--- src/rtl/spi_debug_master.sv ---
`default_nettype none
// ============================================================================
//  Module      : spi_debug_master
//  Description : Host-side master for the pipeline's parallel (word-wide)
//                debug SPI. Runs bursts of word exchanges against one
//                pipeline-stage slave selected by a one-hot chip select.
//  Revision    : 1.0 - initial release
// ============================================================================
module spi_debug_master #(
    parameter int NB_BITS   = 32,
    parameter int NB_CS     = 4,
    parameter int NB_SEL    = 2,
    parameter int NB_CNT    = 8,
    parameter int SCLK_HALF = 2
) (
    input  logic               i_clk,
    input  logic               i_rst,      // asynchronous, active low
    input  logic               i_start,
    input  logic [NB_SEL-1:0]  i_sel,
    input  logic [NB_CNT-1:0]  i_nwords,
    input  logic [NB_BITS-1:0] i_wdata,
    input  logic               i_wvalid,
    output logic               o_wready,
    output logic [NB_BITS-1:0] o_rdata,
    output logic               o_rvalid,
    output logic               o_busy,
    output logic               o_done,
    output logic [NB_BITS-1:0] o_MOSI,
    output logic               o_SCLK,
    output logic [NB_CS-1:0]   o_SPI_cs,
    input  logic [NB_BITS-1:0] i_MISO
);

    // Phase counter only needs to count up to SCLK_HALF-1.
    localparam int NB_PH = (SCLK_HALF > 1) ? $clog2(SCLK_HALF) : 1;
    localparam logic [NB_PH-1:0] c_PH_LAST = NB_PH'(SCLK_HALF - 1);

    typedef enum logic [2:0] {
        S_IDLE  = 3'd0,
        S_LOAD  = 3'd1,
        S_SETUP = 3'd2,
        S_HIGH  = 3'd3,
        S_HOLD  = 3'd4,
        S_DONE  = 3'd5
    } state_t;

    state_t             r_state;
    logic [NB_PH-1:0]   r_ph;
    logic [NB_CNT-1:0]  r_cnt;
    logic               r_sel_ok;
    logic [NB_CS-1:0]   r_cs;
    logic               r_sclk;
    logic [NB_BITS-1:0] r_mosi;
    logic [NB_BITS-1:0] r_rdata;
    logic               r_rvalid;
    logic               r_wready;
    logic               r_busy;
    logic               r_done;

    logic [NB_CS-1:0]   w_cs_dec;
    logic               w_sel_ok;

    // Decode the requested stage into a one-hot select; out-of-range selects nobody.
    always_comb begin
        w_cs_dec = '0;
        w_sel_ok = 1'b0;
        for (int i = 0; i < NB_CS; i++) begin
            if (int'(i_sel) == i) begin
                w_cs_dec[i] = 1'b1;
                w_sel_ok    = 1'b1;
            end
        end
    end

    // Transaction FSM; every output is a register updated here.
    always_ff @(posedge i_clk or negedge i_rst) begin
        if (!i_rst) begin
            r_state  <= S_IDLE;
            r_ph     <= '0;
            r_cnt    <= '0;
            r_sel_ok <= 1'b0;
            r_cs     <= '0;
            r_sclk   <= 1'b0;
            r_mosi   <= '0;
            r_rdata  <= '0;
            r_rvalid <= 1'b0;
            r_wready <= 1'b0;
            r_busy   <= 1'b0;
            r_done   <= 1'b0;
        end else begin
            r_rvalid <= 1'b0;
            r_done   <= 1'b0;
            case (r_state)
                S_IDLE: begin
                    if (i_start) begin
                        r_cs     <= w_cs_dec;
                        r_sel_ok <= w_sel_ok;
                        r_cnt    <= i_nwords;   // 0 wraps to a full 2^NB_CNT burst
                        r_busy   <= 1'b1;
                        r_wready <= 1'b1;
                        r_state  <= S_LOAD;
                    end
                end
                S_LOAD: begin
                    if (i_wvalid && r_wready) begin
                        r_mosi   <= i_wdata;
                        r_wready <= 1'b0;
                        r_ph     <= '0;
                        r_state  <= S_SETUP;
                    end
                end
                S_SETUP: begin
                    if (r_ph == c_PH_LAST) begin
                        r_ph    <= '0;
                        // With no slave selected SCLK stays low so it is never high while cs is low.
                        r_sclk  <= r_sel_ok;
                        r_state <= S_HIGH;
                    end else begin
                        r_ph <= r_ph + NB_PH'(1);
                    end
                end
                S_HIGH: begin
                    if (r_ph == c_PH_LAST) begin
                        r_ph     <= '0;
                        r_sclk   <= 1'b0;
                        r_rdata  <= i_MISO;
                        r_rvalid <= 1'b1;
                        r_cnt    <= r_cnt - NB_CNT'(1);
                        if (r_cnt != NB_CNT'(1)) begin
                            r_wready <= 1'b1;
                            r_state  <= S_LOAD;
                        end else begin
                            r_state <= S_HOLD;
                        end
                    end else begin
                        r_ph <= r_ph + NB_PH'(1);
                    end
                end
                S_HOLD: begin
                    if (r_ph == c_PH_LAST) begin
                        r_ph    <= '0;
                        r_cs    <= '0;
                        r_done  <= 1'b1;
                        r_state <= S_DONE;
                    end else begin
                        r_ph <= r_ph + NB_PH'(1);
                    end
                end
                S_DONE: begin
                    r_busy  <= 1'b0;
                    r_state <= S_IDLE;
                end
                default: begin
                    r_state <= S_IDLE;
                end
            endcase
        end
    end

    assign o_wready = r_wready;
    assign o_rdata  = r_rdata;
    assign o_rvalid = r_rvalid;
    assign o_busy   = r_busy;
    assign o_done   = r_done;
    assign o_MOSI   = r_mosi;
    assign o_SCLK   = r_sclk;
    assign o_SPI_cs = r_cs;

endmodule
`default_nettype wire
--- config.mk ---
export PLATFORM = sky130hd
export DESIGN_NAME = spi_debug_master
export DESIGN_NICKNAME = d
export VERILOG_FILES = /design/src/rtl/spi_debug_master.sv
export SDC_FILE = /design/constraint.sdc
export NUM_CORES = 1
export LEC_CHECK = 0
export ABC_CLOCK_PERIOD_IN_PS = 3600
export CORE_ASPECT_RATIO = 0.5
export CORE_MARGIN = 2
export CORE_UTILIZATION = 46
export CTS_CLUSTER_DIAMETER = 150
export CTS_CLUSTER_SIZE = 28
export DETAILED_ROUTE_END_ITERATION = 8
export GPL_TIMING_DRIVEN = 0
export PLACE_DENSITY = 0.87
export SETUP_SLACK_MARGIN = 0.3
export SLEW_MARGIN = 30
export SYNTH_ARGS = -nofsm -noshare
export SYNTH_HDL_FRONTEND = slang
export SYNTH_SLANG_ARGS = --single-unit
--- constraint.sdc ---
create_clock -name i_clk -period 3.6 [get_ports i_clk]
set_input_delay 0.36 -clock i_clk [delete_from_list [all_inputs] [get_ports i_clk]]
set_output_delay 0.36 -clock i_clk [all_outputs]
set_load 0.005 [all_outputs]
==> metrics.md <==
| Metric | Value |
|---|---|
| Status | complete, no violations |
| DPL Wire Length | 6.89 mm |
| Post-DP Area | 5220 um2 |
| Layout area overhead | 54.1% |
| Worst r2r path cells | 5 |
| Pwr Total | approximately 4.7 mW |
| WP buf/inv | 1 |
| Layout cells sized above 1 | 0.222 |
| Setup TNS | 0 ns |
| Filler cell count | roughly 460 |
| GRT Residual Overflow | 0 |
| Clk sink count | 86 |
| Drt pass-1 iters | 4 |
| Max VDD drop | roughly 0.00033 V |
| CP Max Fanout | 9 |
| Total vias in the final route | 2778 |
| Slowest CP cell | clkdlybuf4s50_1 |
| Top delay family on crit path | compound AO/OA/AOI/OAI gates |
| Crit path time final | approximately 1.8 ns |
| CP arrival | 1.99 ns |
| Core area | 7430 um2 |
| Period Utilization, post-route | 0.497 |
| Initial DRC Count | 154 |
| Worst reg-to-reg setup slack | 1.86 ns |
| Final setup vio count | 0 |
| Worst Setup End Kind | flip-flop |
| Antenna Nets Post-Route | 0 |
| Slew @ Worst Pin | 0.485 ns |
| Synth cell types | 43 |
| Most frequent cells in the layout | 149 x clkdlybuf4s50_1, 86 x dfrtp_1, 61 x mux2_2 |
| Vias/cell | 5.31 |
| Final hold violations | 0 |
| Initial antenna violation count | 0 |
| Placer congestion estimate | 0.862 |
| Initial Util | 0.481 |
| Max-slew violation count | 0 |
| Hold_sp | r_sel_ok |
| CTS clk-pin slew, worst paths | 0.06 ns |
| Asr flop ratio synth | 1.00 |
| Cells after Synth | 260 |
| Die W | about 130 um |
| Yosys warns | 0 |
| Die area | 8540 um2 |
| Total wire length | 9.29 mm |
| FMAX | 559 MHz |
| Overall routing resource usage | 0.225 |
| Largest net degree at the start of global routing | 48 |
| First-pass GRT wire length | 14.5 mm |
| Critical path startpoint | i_start |
| Worst Hold Class | flip-flop to flip-flop |
| Post-synthesis sequential area ratio | 0.601 |
| Final nets | 503 |
| Setup Skew | 0.00609 ns |
| CTS max path bufs | 2 |
| Hold EP | r_sel_ok |
| Post-CTS Setup Bufs | 0 |
| Leakage | between 2 and 2.5 nW |
| WHS Path Cells | 1 |
| WL/cell | between 15 and 20 um |
| Syn_area_per_cell | 13.8 um2 |
| Max_slew headroom | 0.674 |
| Io pins | 151 |
| Row count | 22 |
| Number of flops mapped to enable cells by yosys | 0 |
| Antenna cells | 0 |
| Setup CP Type | primary input to flip-flop |
| Total CTS buffers | 9 |
| Clk Latency, worst-skew pair | 0.34 ns |
| CP most frequent cell | o21ai_0 |
| Seq cells post-synth | between 80 and 90 |
| Clock Tree Root | clkbuf_16 |
| RR Endpoint | o_MOSI[24] |
| Number of H-tree levels | 3 |
| Post-Syn Area | 3580 um2 |
| Worst Setup Start Kind | primary input |
| Buffers on Ports | 150 |
| Final instance area | 5520 um2 |
| TritonCTS clock tree | yes |
| Total of max-cap violations | 0 |
| Syn nets | 340 |
| Power per cell area | 843 nW/um2 |
| Top FF cell, synth | dfrtp_1 |
| Critical path's largest stage delay | 0.58 ns |
| DRC | 0 |
| RSZ-0062 raised after global routing | false |
| Crit path required time | about 3.8 ns |
| Commonest non-fill, non-tap cell in the layout | clkdlybuf4s50_1 |
| Worst path cell trace | clkdlybuf4s50_1, or3b_4, a21o_1, o21ai_0, o21ai_0 |
| Number of global-route vias before repair | between 2000 and 3000 |
| Worst R2R Start | r_state[0] |
| Die Span Y | 66.4 um |
## final cells by class
class                   count  area, um2  area share
flip-flops and latches     86       2150       0.390
clock inverters             1       30.0     0.00544
inverters                   6       25.0     0.00454
clock buffers              14        254      0.0461
well taps                  96        120      0.0218
multi-input cells         155       1300       0.236
repair buffers            152       1530       0.278
plain buffers              13       97.6      0.0177
## sequential cells by signal, summed over array words and instances, names as in the netlist
register,cells
o_MOSI,32
o_SCLK,1
o_SPI_cs,4
o_busy,1
o_done,1
o_rdata,32
o_rvalid,1
o_wready,1
r_cnt,8
r_ph,1
r_sel_ok,1
r_state,3
## kinds of logic (layout without fill, tap and decap cells)
| logic type | after synthesis | in the layout | synth area share |
|---|---|---|---|
| compound gates | 44 | 44 | 0.0818 |
| mux | 65 | 65 | 0.204 |
| buf+inv | 19 | 186 | 0.0343 |
| flops | 86 | 86 | 0.601 |
| fa+ha+maj | 2 | 2 | 0.00699 |
| xor+xnor | 1 | 1 | 0.00245 |
| simple gates | 43 | 43 | 0.0689 |
## power breakdown
part	total (mW)	switching, mW	leakage (nW)	internal [mW]
clock network	0.904	0.350	0.137	0.554
logic	2.04	0.752	1.15	1.29
registers	1.71	0.270	1.02	1.44
total	4.65	1.37	2.30	3.28
## metrics by stage
step           hold WS (ns)  utilization  setup WS (ns)  cells
2_1_floorplan        0.0644            -           2.05    260
3_3_place_gp          0.455        0.700         -0.632    506
3_5_place_dp          0.292        0.703           1.50    507
4_1_cts               0.491        0.742           1.84    523
5_1_grt               0.506        0.742           1.73    523
6_report              0.489        0.742           1.81    523
## synth_stat cells, types with 2 or more instances
cell type | number | area [um2]
dfrtp_1 | 86 | 2150
mux2_2 | 61 | 687
o21ai_0 | 14 | 70.1
nand2_1 | 11 | 41.3
a21oi_1 | 10 | 50.1
nor2_1 | 8 | 30.0
buf_2 | 6 | 30.0
inv_1 | 5 | 18.8
nand3_1 | 5 | 25.0
buf_6 | 4 | 45.0
a21o_1 | 3 | 22.5
buf_4 | 3 | 22.5
mux2_1 | 3 | 33.8
nor3_1 | 3 | 15.0
a211oi_1 | 2 | 15.0
a22o_1 | 2 | 17.5
a22oi_1 | 2 | 15.0
a31o_2 | 2 | 17.5
and3_1 | 2 | 12.5
ha_1 | 2 | 25.0
nand2b_1 | 2 | 12.5
nor4_1 | 2 | 12.5
o2bb2ai_1 | 2 | 17.5
## worst max-delay path by stage
stage                 endpoint  slack, ns  cells past startpoint
floorplan           o_MOSI[21]       2.05                      5
global placement    o_MOSI[24]      -0.63                      1
finish                r_cnt[4]       1.81                      5
global route          r_cnt[4]       1.73                      5
detailed placement  o_MOSI[16]       1.50                      5
CTS                 o_MOSI[16]       1.84                      5
## per-layer routing
metal,up-vias,wire [um],track usage
met4,0,121,0.0788
met2,100,5160,0.425
met1,1402,3600,0.253
met5,-,0,0
met3,12,405,0.0534
li1,1264,-,-
## what timing repair did
action	CTS	global route
endpoints found under the hold margin	39	0
resized for setup	0	0
hold buffers	1	0
setup endpoints to repair	0	0
Power figures use the tool's default switching activity.
